--- src/rtl/uart_pkg.sv ---
// uart_pkg: shared constants and receiver state encoding for the host UART
package uart_pkg;

    localparam int OVERSAMPLE = 16;
    localparam int SAMPLE_MID = 7;
    localparam int DATA_BITS  = 8;
    localparam int BAUD       = 9600;

    typedef enum logic [2:0] {
        IDLE,
        START,
        DATA,
        PARITY,
        STOP
    } rx_state_t;

endpackage

--- src/rtl/uart_sync_edge.sv ---
// uart_sync_edge: two-flop synchroniser for an asynchronous level with a one-cycle rising-edge pulse
module uart_sync_edge #(
    parameter logic RST_VAL = 1'b0
) (
    input  logic clk,
    input  logic rst,
    input  logic async_i,
    output logic level_o,
    output logic rise_o
);

    logic [2:0] sync_q;

    // two metastability flops followed by a history flop for edge detection
    always_ff @(posedge clk or posedge rst) begin
        if (rst) sync_q <= {3{RST_VAL}};
        else     sync_q <= {sync_q[1:0], async_i};
    end

    assign level_o = sync_q[1];
    assign rise_o  = sync_q[1] & ~sync_q[2];

endmodule

--- src/rtl/uart_rx_byte.sv ---
// uart_rx_byte: 8N1 UART receiver on the 16x oversample tick with a one-entry valid/ready buffer
// Optional even parity bit and parity_err output when UART_PARITY_EN is defined.
module uart_rx_byte
    import uart_pkg::*;
(
    input  logic       clk,
    input  logic       rst,
    input  logic       uart_clk_16,
    input  logic       rx,
    input  logic       rx_ready,
    output logic [7:0] rx_data,
    output logic       rx_valid,
    output logic       frame_err,
    output logic       overrun,
    output logic       busy
`ifdef UART_PARITY_EN
    ,
    output logic       parity_err
`endif
);

    logic       tick;
    logic       rx_s;
    logic       clk16_level_unused;
    logic       rx_rise_unused;
    rx_state_t  state_q;
    logic [3:0] cnt_q;
    logic [2:0] bitn_q;
    logic [7:0] shift_q;
    logic [7:0] data_q;
    logic       valid_q;
    logic       frame_err_q;
    logic       overrun_q;
    logic       last;
    logic       stop_samp;
    logic       deliver;
    logic       xfer;
`ifdef UART_PARITY_EN
    logic       par_q;
    logic       parity_err_q;
    logic       bad_par;
`endif

    uart_sync_edge #(.RST_VAL(1'b0)) u_clk16 (
        .clk    (clk),
        .rst    (rst),
        .async_i(uart_clk_16),
        .level_o(clk16_level_unused),
        .rise_o (tick)
    );

    uart_sync_edge #(.RST_VAL(1'b1)) u_rx (
        .clk    (clk),
        .rst    (rst),
        .async_i(rx),
        .level_o(rx_s),
        .rise_o (rx_rise_unused)
    );

    // stop-sample detection and buffer handshake qualifiers
    always_comb begin
        last      = cnt_q == 4'(OVERSAMPLE - 1);
        stop_samp = tick && state_q == STOP && last;
        xfer      = valid_q && rx_ready;
`ifdef UART_PARITY_EN
        bad_par   = ^{shift_q, par_q};
        deliver   = stop_samp && rx_s && !bad_par;
`else
        deliver   = stop_samp && rx_s;
`endif
    end

    // frame FSM: all progress is gated by the oversample tick; error pulses last one clk
    always_ff @(posedge clk or posedge rst) begin
        if (rst) begin
            state_q      <= IDLE;
            cnt_q        <= '0;
            bitn_q       <= '0;
            shift_q      <= '0;
            frame_err_q  <= 1'b0;
`ifdef UART_PARITY_EN
            par_q        <= 1'b0;
            parity_err_q <= 1'b0;
`endif
        end else begin
            frame_err_q  <= 1'b0;
`ifdef UART_PARITY_EN
            parity_err_q <= 1'b0;
`endif
            if (tick) begin
                case (state_q)
                    IDLE: begin
                        if (!rx_s) begin
                            state_q <= START;
                            cnt_q   <= '0;
                        end
                    end
                    START: begin
                        if (cnt_q == 4'(SAMPLE_MID)) begin
                            state_q <= rx_s ? IDLE : DATA;
                            cnt_q   <= '0;
                            bitn_q  <= '0;
                        end else begin
                            cnt_q <= cnt_q + 4'd1;
                        end
                    end
                    DATA: begin
                        if (last) begin
                            shift_q[bitn_q] <= rx_s;
                            cnt_q           <= '0;
                            bitn_q          <= bitn_q + 3'd1;
`ifdef UART_PARITY_EN
                            if (bitn_q == 3'(DATA_BITS - 1)) state_q <= PARITY;
`else
                            if (bitn_q == 3'(DATA_BITS - 1)) state_q <= STOP;
`endif
                        end else begin
                            cnt_q <= cnt_q + 4'd1;
                        end
                    end
`ifdef UART_PARITY_EN
                    PARITY: begin
                        if (last) begin
                            par_q   <= rx_s;
                            cnt_q   <= '0;
                            state_q <= STOP;
                        end else begin
                            cnt_q <= cnt_q + 4'd1;
                        end
                    end
`endif
                    STOP: begin
                        if (last) begin
                            state_q      <= IDLE;
                            cnt_q        <= '0;
                            frame_err_q  <= !rx_s;
`ifdef UART_PARITY_EN
                            parity_err_q <= rx_s && bad_par;
`endif
                        end else begin
                            cnt_q <= cnt_q + 4'd1;
                        end
                    end
                    default: state_q <= IDLE;
                endcase
            end
        end
    end

    // one-entry output buffer: a held byte is never overwritten unless consumed in the same cycle
    always_ff @(posedge clk or posedge rst) begin
        if (rst) begin
            data_q    <= '0;
            valid_q   <= 1'b0;
            overrun_q <= 1'b0;
        end else begin
            overrun_q <= 1'b0;
            if (deliver && (!valid_q || xfer)) begin
                data_q  <= shift_q;
                valid_q <= 1'b1;
            end else if (deliver) begin
                overrun_q <= 1'b1;
            end else if (xfer) begin
                valid_q <= 1'b0;
            end
        end
    end

    assign rx_data   = data_q;
    assign rx_valid  = valid_q;
    assign frame_err = frame_err_q;
    assign overrun   = overrun_q;
    assign busy      = state_q != IDLE;
`ifdef UART_PARITY_EN
    assign parity_err = parity_err_q;
`endif

endmodule
--- config.mk ---
export PLATFORM = sky130hd
export DESIGN_NAME = uart_rx_byte
export DESIGN_NICKNAME = d
export VERILOG_FILES = /design/src/rtl/uart_pkg.sv /design/src/rtl/uart_sync_edge.sv /design/src/rtl/uart_rx_byte.sv
export SDC_FILE = /design/constraint.sdc
export NUM_CORES = 1
export LEC_CHECK = 0
export CELL_PAD_IN_SITES_DETAIL_PLACEMENT = 1
export CELL_PAD_IN_SITES_GLOBAL_PLACEMENT = 2
export CORE_MARGIN = 2
export CORE_UTILIZATION = 43
export CTS_BUF_LIST = sky130_fd_sc_hd__clkbuf_2 sky130_fd_sc_hd__clkbuf_4 sky130_fd_sc_hd__clkbuf_8
export DETAILED_ROUTE_END_ITERATION = 6
export PLACE_DENSITY_LB_ADDON = 0.15
export SYNTH_ARGS = -nofsm -noshare
export SYNTH_HDL_FRONTEND = slang
export SYNTH_SLANG_ARGS = --single-unit
--- constraint.sdc ---
create_clock -name clk -period 4.8 [get_ports clk]
set_input_delay 1.44 -clock clk [delete_from_list [all_inputs] [get_ports clk]]
set_output_delay 1.44 -clock clk [all_outputs]
set_load 0.01 [all_outputs]
# Word level (Yosys, flattened, before mapping)
# Cells that the tools add are included.
dict set report totals {
  ff_bits 34
  in_bits 5
  output_inout_bits 12
  word_cells 73
}
dict set report classes {
  add_sub_neg 2
  magnitude_cmp 2
  n_eq_ne 12
  mux 25
  bitwise 2
  reduce_logical 20
}
# operator count
set op_table {}
lappend op_table {{2-to-1 mux 3 bit} 7}
lappend op_table {{2-to-1 mux 4 bit} 3}
lappend op_table {{case mux 3 bit (4 select lines)} 1}
lappend op_table {{case mux 4 bit (3 select lines)} 1}
lappend op_table {{inequality test 2 bit, second input constant} 5}
lappend op_table {{2-to-1 mux 1 bit} 9}
lappend op_table {{bitwise mux 8 bit} 1}
lappend op_table {{equality test 3 bit, second input constant} 2}
lappend op_table {{logical AND 1 bit} 6}
lappend op_table {{case mux 3 bit (2 select lines)} 1}
lappend op_table {{AND reduction 3 bit} 2}
lappend op_table {{AND reduction 6 bit} 1}
lappend op_table {{nonzero test 3 bit} 2}
lappend op_table {{adder 4 x 1 -> 4 bit, second input constant} 1}
lappend op_table {{equality test 4 x 3 -> 1 bit, second input constant} 1}
lappend op_table {{equality test 4 bit, second input constant} 1}
lappend op_table {{< comparator 3 x 4 -> 1 bit, second input constant} 1}
lappend op_table {{AND reduction 4 bit} 1}
lappend op_table {{nonzero test 2 bit} 2}
lappend op_table {{adder 3 x 1 -> 3 bit, second input constant} 1}
lappend op_table {{demux 1 bit (select 3 bit)} 1}
lappend op_table {{equality test 3 x 1 -> 1 bit, second input constant} 1}
lappend op_table {{equality test 3 x 2 -> 1 bit, second input constant} 1}
lappend op_table {{greater-or-equal comparator 3 x 1 -> 1 bit, second input constant} 1}
lappend op_table {{other kinds (9)} 10}

# Logic depth before layout (Yosys ltp)
# Gate-level depths: netlist of the first run.
dict set report logic_depth {
  depth_word 8
  ltp_mapped 6
  mapped_depth_nobuf 6
}

# By module
# From an unflattened synthesis of the first run, not the netlist that was laid out.
dict set report hier_totals {
  cells_unflattened 132
  hier_area_um2 1610.3
}
# module n_inst cells_each area_each_um2 seq_area_each_um2
set modules_own_cells {}
lappend modules_own_cells {uart_rx_byte 1 122 1421.4 725.7}
lappend modules_own_cells {{uart_sync_edge (u_rx)} 1 5 96.3 78.8}
lappend modules_own_cells {{uart_sync_edge (u_clk16)} 1 5 92.6 75.1}

# Worst setup path after synthesis of the first run
# No wires, ideal clock.
dict set report synth_path {
  path_type {reg2out}
  start {register state_q[2]}
  end {output port busy}
  arrival_time_ns 1.075
  t_required_ns 3.360
  path_slack_ns 2.285
  stages_incl_launch_ff 4
  path_buffers 1
  path_cell_list {dfrtp_1 -> buf_6 -> nor3_1 -> inv_1}
}
dict set report synth_between {
  elab_chain_len 1
}
# element line
set synth_lines {}
lappend synth_lines {{start: declaration} uart_rx_byte.sv:26} ;# rx_state_t state_q;
lappend synth_lines {{start signal: assignment} uart_rx_byte.sv:100} ;# state_q <= rx_s ? IDLE : DATA;
lappend synth_lines {{nonzero test 3 bit} uart_rx_byte.sv:173} ;# assign busy = state_q != IDLE;
lappend synth_lines {{end: declaration} uart_rx_byte.sv:15} ;# output logic busy
# Every way passes these cells.

# Worst setup path in the final report of the first run
dict set report layout_path {
  start {register state_q[1]}
  end {output port busy}
}
# The elaborated chain is that of the path after synthesis.

==> results of run 1 <==
Yosys cell counts, types with 2 or more instances:
cell	instances
dfrtp_1	32
mux2_2	19
inv_1	5
nor2_1	5
nand2_1	4
o21ai_0	4
buf_2	3
clkbuf_1	3
ha_1	3
nand3_1	3
nor3b_1	3
a21oi_1	2
a22o_1	2
and3_1	2
buf_1	2
dfstp_2	2
nand2b_1	2
nand4_1	2
nand4b_1	2
nor3_1	2
nor4b_2	2
flip-flops by register name (all words and copies together) (netlist names):
register and flops:
shift_q 8, u_rx.sync_q 2, bitn_q 3, rx_data 8
frame_err 1, cnt_q 4, rx_valid 1, state_q 3
overrun 1, u_clk16.sync_q 3
layout make-up:
| type | count | share of cell area, % |
|---|---|---|
| multi-input combinational | 78 | 35.5 |
| inverter | 5 | 0.997 |
| clock buffer | 7 | 4.45 |
| sequential | 34 | 45.3 |
| clock inverter | 1 | 1.60 |
| tap | 48 | 3.19 |
| timing repair buffer | 17 | 8.91 |
per-layer routing:
metal / routed length [um] / track usage, % / vias to the layer above / part of all wire [%]
met1: 1430 / 21.7 / 495 / 47
li1: - / - / 482 / -
met2: 1430 / 27.8 / 19 / 47
met3: 121 / 5.73 / 6 / 4.0
met5: 0 / 0 / - / 0
met4: 62 / 7.98 / 0 / 2.0
per-stage QoR:
step / worst slack (ns) / hold slack [ns]
final: 1.35 / 0.350
after global routing: 1.15 / 0.362
after CTS: 1.33 / 0.352
after detailed placement: 1.56 / 0.337
after global placement: 1.66 / 0.337
after floorplan: 2.29 / 0.331
worst max-delay path: cells and delay by family (launching register included):
family / cells / cell delay, ns
AND/OR/NAND/NOR: 1 / 0.61
flip-flops: 1 / 0.52
buffers and inverters: 2 / 0.59
path summary, 6_finish.rpt:
check / startpoint / to / slack [ns] / cells past startpoint
worst max register to register: cnt_q[0]$_DFFE_PP0P_ / rx_data[2]$_DFFE_PP0P_ / 2.43 / 5
max in group asynchronous: rst / u_rx.sync_q[0]$_DFF_PP1_ / 2.92 / 3
worst min register to register: u_clk16.sync_q[0]$_DFF_PP0_ / u_clk16.sync_q[1]$_DFF_PP0_ / 0.35 / 0
min in group asynchronous: rst / u_clk16.sync_q[0]$_DFF_PP0_ / 1.54 / 3
worst min-delay path: u_clk16.sync_q[0]$_DFF_PP0_ / u_clk16.sync_q[1]$_DFF_PP0_ / 0.35 / 0
worst max-delay path: state_q[1]$_DFFE_PP0P_ / busy / 1.35 / 3
power groups by stage:
stage	clock network, mW	logic [mW]	registers (mW)
2_1_floorplan	0	0.152	0.333
3_3_place_gp	0	0.153	0.364
3_5_place_dp	0	0.160	0.366
4_1_cts	0.276	0.162	0.360
5_1_grt	0.290	0.182	0.369
6_report	0.268	0.159	0.360
logic make-up (layout without fill, tap and decap cells):
kind of cell,after synthesis,count (layout),share of synthesized area [%]
AND/OR/NAND/NOR,36,36,15.2
XOR/XNOR,1,1,0.551
flip-flops,34,34,53.7
buffers and inverters,15,30,4.33
adder cells (fa/ha/maj),4,4,3.07
multiplexers,20,20,14.1
AO/OA/AOI/OAI,17,17,9.13
==> run_results.csv, run 1 <==
group,metric,value,unit
grt,gr-total-overflow,0,
worst_setup_path,end_kind,"output pin",
cells_and_area,nets,149,
drt,viasPerCell,5.27,
worst_setup_path,cp_max_fo,14,
logic_synthesis,synth_area_leaders,"dfrtp_1 50%, mux2_2 13%, dfstp_2 3.3%",
power_and_ir_drop,seqPwrFrac,45.8,%
power_and_ir_drop,switching_power,0.228,mW
worst_setup_path,worstPathArrival,2.01,ns
drt,dr.pass1.iters,4,
status,outcome,"finished, final reports clean",
cells_and_area,drive_above_1_share,26.8,%
drt,wl_per_cell,16.0,um
clock_tree,cts_sinks,34,
logic_synthesis,postSynthCellCount,127,
cells_and_area,multi_input_comb_area,668,um^2
placed_design,dpl-instance-area,0.00177,mm^2
sta,rsz0062_at_grt,"no",
power_and_ir_drop,p_leak,0.848,nW
cells_and_area,fin_util,52.2,%
clock_tree,clockBufferDepth,2,
clock_tree,cts_tree,"yes",
clock_tree,cts_buffers,5,
placed_design,placed_cells,182,
logic_synthesis,synth.top_cell.area_share,50.4,%
logic_synthesis,ys_types,44,
floorplanning,core_area,0.00361,mm^2
power_and_ir_drop,p_total,0.787,mW
power_and_ir_drop,powerDensity,418,mW/mm^2
grt,antenna_found_initial,0,
logic_synthesis,async_flop_share,100,%
drt,drc_errors,0,
drt,dr_total_vias,1002,
cells_and_area,area_growth,18.3,%
sta,fin_crit_sh,71.8,%
sta,setup_viol,0,
clock_tree,cts_hold_buf,0,
logic_synthesis,postSynthAreaPerCell,12.5,um^2
drt,ant_nets,0,
floorplanning,start_util,44.1,%
floorplanning,die_h,64.8,um
clock_tree,root_buffer,"clkbuf_8",
worst_setup_path,required,3.36,ns
sta,worst_slew_pin_slew,0.774,ns
placed_design,gp_congestion,0.744,
sta,fin_worst_skew,0.00260,ns
sta,min_period,3.45,ns
power_and_ir_drop,ir_drop,0.211,mV
worst_setup_path,crit_slowest_cell,"nor3_1",
floorplanning,chipWidth,64.8,um
sta,final_hold_viol_count,0,
drt,routed_wl,3.05,mm
cells_and_area,layout_common_cells,"32 x dfrtp_1, 19 x mux2_2, 16 x clkdlybuf4s50_1",
clock_tree,postCtsSetupBuffers,0,
sta,setup_tns,0,ns
clock_tree,cts-htree-levels,2,
cells_and_area,fin_cells,190,
power_and_ir_drop,pwr-share-comb,20.2,%
placed_design,dp_hpwl,2.03,mm
clock_tree,ctsResizeCount,0,
power_and_ir_drop,p_clk_share,34.0,%
logic_synthesis,yosysWarningCount,0,
cells_and_area,final_common_cell,"dfrtp_1",
power_and_ir_drop,p_int,0.559,mW
sta,fmax,0.290,GHz
drt,drt_iter0_drc,37,
sta,slew_violations,0,
cells_and_area,final_cell_area,0.00188,mm^2
logic_synthesis,ys.flop_type,"dfrtp_1",
clock_tree,clk_latency,0.29,ns
worst_setup_path,crit_chain,"nor3_1, inv_1, clkdlybuf4s50_1",
cells_and_area,n_fill_cell,369,
cells_and_area,regArea,853,um^2
floorplanning,dieArea,0.00420,mm^2
logic_synthesis,ys_ff_latch,34,
placed_design,portBuffers,16,
logic_synthesis,syn_nets,135,
logic_synthesis,ys_seq_area_share,53.7,%
worst_setup_path,worstSetupPathType,"flop to output pin",
power_and_ir_drop,swShare,28.9,%
floorplanning,io_pins,17,
worst_setup_path,startpoint_type,"flop",
grt,grt_pass1_vias,1112,
floorplanning,rows,22,
grt,track_usage,17.5,%
sta,slew_headroom,48.3,%
cells_and_area,diodes,0,
logic_synthesis,syn_area,0.00159,mm^2
grt,grt_max_degree,35,
logic_synthesis,yosysTopAreaCell,"dfrtp_1",
grt,grt_pass1_wl,5.41,mm
clock_tree,cts.clk_slew.worst_paths,0.06,ns
worst_setup_path,cpPeakStageDelay,0.61,ns
worst_hold_path,hold_path.class,"flop to flop",
run,cap_violations,0,
logic_synthesis,synth_edf_count,0,
(Power assumes the default switching activity.)
==> inputs of run 2 (changes only) <==
--- a/config.mk
+++ b/config.mk
@@ -8,7 +8,7 @@
 export CELL_PAD_IN_SITES_DETAIL_PLACEMENT = 1
 export CELL_PAD_IN_SITES_GLOBAL_PLACEMENT = 2
 export CORE_MARGIN = 2
-export CORE_UTILIZATION = 43
+export CORE_UTILIZATION = 40
 export CTS_BUF_LIST = sky130_fd_sc_hd__clkbuf_2 sky130_fd_sc_hd__clkbuf_4 sky130_fd_sc_hd__clkbuf_8
 export DETAILED_ROUTE_END_ITERATION = 6
 export PLACE_DENSITY_LB_ADDON = 0.15
==> constraint.sdc (replaced) <==
create_clock -name clk -period 3.5 [get_ports clk]
set_input_delay 1.05 -clock clk [delete_from_list [all_inputs] [get_ports clk]]
set_output_delay 1.05 -clock clk [all_outputs]
set_load 0.01 [all_outputs]
==> run 2 against run 1 <==
  * Combinational power grew 37%
  * Final area shrank 0.20%
  * Wire length shrank 8.1%
  * Clock-buffer cell count shrank 1
  * Non-clock buffer count grew 2
==> run_results.csv, run 2 (synthesis gave the netlist of run 1 again) <==
group,metric,value,unit
grt,track_usage,15.1,%
sta,worst_slew_pin_slew,0.758,ns
worst_setup_path,r2r_slack,1.51,ns
clock_tree,cts_sinks,34,
clock_tree,ctsResizeCount,0,
cells_and_area,drive_above_1_share,27.8,%
worst_hold_path,hold_path.class,"flop to flop",
power_and_ir_drop,ir_drop,0.320,mV
floorplanning,dieArea,0.00450,mm^2
grt,grt_pass1_wl,4.89,mm
sta,rsz0062_at_grt,"no",
floorplanning,die_h,67.1,um
sta,fin_ws,0.538,ns
clock_tree,cts_tree,"yes",
sta,slew_headroom,49.4,%
drt,dr_total_vias,1021,
drt,viasPerCell,5.32,
clock_tree,clk_latency,0.28,ns
worst_setup_path,cpPeakStageDelay,0.53,ns
clock_tree,cts_buffers,5,
sta,fin_crit_sh,84.6,%
floorplanning,start_util,42.5,%
drt,dr.pass1.iters,6,
cells_and_area,fin_util,50.2,%
power_and_ir_drop,powerDensity,534,mW/mm^2
sta,setup_tns,0,ns
clock_tree,clockBufferDepth,2,
clock_tree,postCtsSetupBuffers,0,
drt,wl_per_cell,14.6,um
worst_setup_path,worstSetupPathType,"flop to output pin",
worst_setup_path,cp_max_fo,14,
worst_setup_path,end_kind,"output pin",
grt,grt_pass1_vias,1022,
worst_setup_path,crit_chain,"nor3_1, inv_1, clkdlybuf4s50_1",
clock_tree,cts_hold_buf,0,
clock_tree,root_buffer,"clkbuf_8",
worst_setup_path,path_buf_inv,2,
placed_design,placed_cells,184,
floorplanning,io_pins,17,
drt,routed_wl,2.80,mm
drt,drc_errors,0,
cells_and_area,layout_common_cells,"32 x dfrtp_1, 19 x mux2_2, 16 x clkdlybuf4s50_1",
worst_setup_path,cp_top_family,"buffers and inverters",
placed_design,dp_slack,0.836,ns
cells_and_area,area_growth,18.1,%
cells_and_area,diodes,0,
power_and_ir_drop,p_leak,0.846,nW
sta,fmax,0.338,GHz
run,cap_violations,0,
worst_hold_path,hp-start,"u_rx.sync_q[0]$_DFF_PP1_",
cells_and_area,final_common_cell,"dfrtp_1",
floorplanning,chipWidth,67.1,um
sta,slew_violations,0,
sta,min_period,2.96,ns
floorplanning,rows,22,
placed_design,dp_hpwl,2.00,mm
status,outcome,"finished, final reports clean",
grt,antenna_found_initial,0,
worst_setup_path,r2r-start,"cnt_q[0]$_DFFE_PP0P_",
sta,whs,0.360,ns
clock_tree,cts.clk_slew.worst_paths,0.06,ns
sta,final_hold_viol_count,0,
worst_setup_path,startpoint_type,"flop",
cells_and_area,fin_cells,192,
drt,ant_nets,0,
worst_setup_path,crit_slowest_cell,"nor3_1",
grt,grt_max_degree,22,
sta,fin_worst_skew,0.00385,ns
grt,gr-total-overflow,0,
sta,setup_viol,0,
clock_tree,cts-htree-levels,2,
worst_setup_path,worstPathArrival,1.91,ns
drt,drt_iter0_drc,27,
worst_setup_path,startpoint,"state_q[1]$_DFFE_PP0P_",
floorplanning,core_area,0.00374,mm^2
placed_design,gp_congestion,0.698,
cells_and_area,nets,151,
worst_setup_path,required,2.45,ns
placed_design,portBuffers,16,
run 2: cell count changes in the layout (fill, tap and decap cells not counted), sizes merged:
cell,before,now
buf,1,3
bufinv,1,0
clkbuf,7,6
clkinv,0,1
clkinvlp,0,1
run 2: cell type report:
cell class,instances,area (um^2)
clock inverters,2,12.5
inverters,5,18.8
well taps,48,60.1
fillers,408,1870
clock buffers,6,82.6
multi-input cells,78,668
repair buffers,19,183
flip-flops and latches,34,853
run 2: path summary, 6_finish.rpt:
kind / endpoint / depth (start not counted)
worst max-delay path: busy / 3
worst min-delay path: u_rx.sync_q[1]$_DFF_PP1_ / 0
worst max register to register: shift_q[2]$_DFFE_PP0P_ / 5
worst min register to register: u_rx.sync_q[1]$_DFF_PP1_ / 0
max in group asynchronous: shift_q[4]$_DFFE_PP0P_ / 3
min in group asynchronous: shift_q[2]$_DFFE_PP0P_ / 2
run 2: power by group:
group	switching [mW]	total [mW]	internal [mW]	leakage [nW]
sequential	0.0701	0.495	0.425	0.456
combinational	0.104	0.218	0.114	0.343
clock	0.133	0.291	0.158	0.0472
total	0.307	1.00	0.697	0.846
run 2: stage by stage:
stage / power [mW] / area (um^2)
floorplan: 0.665 / 1590
global placement: 0.711 / 1780
detailed placement: 0.721 / 1780
CTS: 1.02 / 1880
global route: 1.07 / 1880
finish: 1.00 / 1880
run 2: metal layers:
metal  share of wire [%]  vias to the layer above  global-route usage [%]
li1                    -                      493                       -
met4                0.75                        0                    6.89
met1                  48                      508                    20.5
met5                   0                        -                       0
met2                  48                       18                    22.8
met3                 3.0                        2                    3.55
run 2: worst register-to-register path, delay by kind of cell (launching register included):
| kind | cells | cell delay [ns] |
|---|---|---|
| adders and majority gates | 1 | 0.25 |
| DFF | 1 | 0.39 |
| muxes | 1 | 0.36 |
| and+or+nand+nor | 3 | 0.88 |
==> inputs of run 3 (changes only) <==
==> constraint.sdc (replaced) <==
create_clock -name clk -period 2.82 [get_ports clk]
set_input_delay 0.846 -clock clk [delete_from_list [all_inputs] [get_ports clk]]
set_output_delay 0.846 -clock clk [all_outputs]
set_load 0.01 [all_outputs]
==> run 3 against run 2 <==
  * Combinational power rose by 33%
  * Clock skew fell by 0.0019 ns
  * Sequential share of layout area stayed put
  * Largest cell class unchanged
==> run_results.csv, run 3 (synthesis gave the netlist of run 1 again) <==
group,metric,value,unit
sta,worst_slew_pin_slew,0.497,ns
drt,drc_errors,0,
sta,fmax,0.402,GHz
power_and_ir_drop,powerDensity,678,mW/mm^2
grt,grt_pass1_wl,4.84,mm
placed_design,portBuffers,16,
worst_setup_path,startpoint,"state_q[1]$_DFFE_PP0P_",
worst_hold_path,worstHoldPathCells,0,
cells_and_area,regArea,853,um^2
floorplanning,chipWidth,67.1,um
floorplanning,dieArea,0.00450,mm^2
drt,wl_per_cell,14.6,um
sta,setup_tns,0,ns
cells_and_area,final_common_cell,"dfrtp_1",
clock_tree,root_buffer,"clkbuf_8",
sta,fin_crit_sh,88.3,%
floorplanning,io_pins,17,
worst_setup_path,cp_max_fo,14,
clock_tree,postCtsSetupBuffers,0,
worst_setup_path,reg2reg_to,"shift_q[2]$_DFFE_PP0P_",
clock_tree,clk_latency,0.27,ns
sta,setup_viol,0,
cells_and_area,nets,151,
cells_and_area,diodes,0,
power_and_ir_drop,ir_drop,0.392,mV
cells_and_area,area_growth,18.1,%
drt,routed_wl,2.80,mm
floorplanning,start_util,42.5,%
worst_setup_path,r2r-start,"cnt_q[0]$_DFFE_PP0P_",
worst_setup_path,startpoint_type,"flop",
worst_setup_path,cpPeakStageDelay,0.52,ns
floorplanning,core_area,0.00374,mm^2
worst_setup_path,worstPathArrival,1.64,ns
worst_setup_path,required,1.97,ns
clock_tree,clockBufferDepth,2,
cells_and_area,n_fill_cell,418,
drt,drt_iter0_drc,40,
worst_setup_path,crit_chain,"nor3_1, inv_1, clkdlybuf4s50_1",
placed_design,gp_congestion,0.743,
worst_setup_path,reg2reg_depth,5,
worst_hold_path,hp-start,"u_clk16.sync_q[0]$_DFF_PP0_",
clock_tree,cts_hold_buf,0,
placed_design,dp_hpwl,1.96,mm
sta,final_hold_viol_count,0,
grt,grt_max_degree,35,
clock_tree,cts_sinks,34,
sta,min_period,2.49,ns
drt,viasPerCell,5.26,
worst_setup_path,worstSetupPathType,"flop to output pin",
sta,fin_worst_skew,0.00196,ns
run,cap_violations,0,
worst_hold_path,holdPathEnd,"u_clk16.sync_q[1]$_DFF_PP0_",
worst_setup_path,end_kind,"output pin",
grt,grt_pass1_vias,1011,
cells_and_area,multi_input_comb_area,668,um^2
power_and_ir_drop,p_total,1.27,mW
drt,dr.pass1.iters,4,
clock_tree,cts_tree,"yes",
sta,slew_violations,0,
floorplanning,die_h,67.1,um
grt,antenna_found_initial,0,
sta,slew_headroom,66.9,%
grt,track_usage,14.5,%
clock_tree,ctsResizeCount,0,
floorplanning,rows,22,
cells_and_area,drive_above_1_share,27.8,%
worst_setup_path,r2r_slack,0.82,ns
clock_tree,cts_buffers,5,
clock_tree,cts-htree-levels,2,
worst_hold_path,hold_path.class,"flop to flop",
power_and_ir_drop,p_leak,0.851,nW
clock_tree,cts.clk_slew.worst_paths,0.07,ns
sta,rsz0062_at_grt,"no",
cells_and_area,layout_common_cells,"32 x dfrtp_1, 19 x mux2_2, 16 x clkdlybuf4s50_1",
drt,dr_total_vias,1010,
worst_setup_path,crit_slowest_cell,"dfrtp_1",
drt,ant_nets,0,
status,outcome,"finished, final reports clean",
grt,gr-total-overflow,0,
## run 3: stage by stage
stage | instance area [um^2] | hold WS (ns) | setup WS [ns] | cells | util, %
global placement | 1780 | 0.332 | 0.618 | 184 | 47.6
detailed placement | 1780 | 0.337 | 0.580 | 184 | 47.6
floorplan | 1590 | 0.331 | 0.899 | 127 | -
finish | 1880 | 0.350 | 0.331 | 192 | 50.2
global route | 1880 | 0.362 | 0.220 | 192 | 50.2
CTS | 1880 | 0.353 | 0.308 | 192 | 50.2
## run 3: how the worst max path moves through the flow
stage / end / slack, ns / depth (start not counted)
final: busy / 0.33 / 3
after global routing: busy / 0.22 / 3
after CTS: busy / 0.31 / 3
after detailed placement: rx_data[2]$_DFFE_PP0P_ / 0.58 / 5
after global placement: rx_data[1]$_DFFE_PP0P_ / 0.62 / 5
after floorplan: busy / 0.90 / 3
## run 3: final cells by class
type / count / share of cell area (%)
Sequential cell: 34 / 45.4
Clock buffer: 7 / 4.80
Timing Repair Buffer: 19 / 9.73
Inverter: 5 / 0.999
Tap cell: 48 / 3.20
Clock inverter: 1 / 0.266
Multi-Input combinational cell: 78 / 35.6
## run 3: layer usage
layer	GRT usage, %	share of wire (%)	wire (um)
met1	20.1	50	1400
met2	21.9	46	1300
met4	5.36	0.79	22
met5	0	0	0
met3	3.55	3.0	83
## run 3: power by group
group	switching [mW]	internal, mW
sequential	0.0891	0.527
combinational	0.135	0.154
clock	0.162	0.206
total	0.386	0.887
## run 3: critical path: cells and delay by family (launching register included)
family	cells	cell delay, ns
buffers and inverters	2	0.55
flip-flops	1	0.52
AND/OR/NAND/NOR	1	0.30
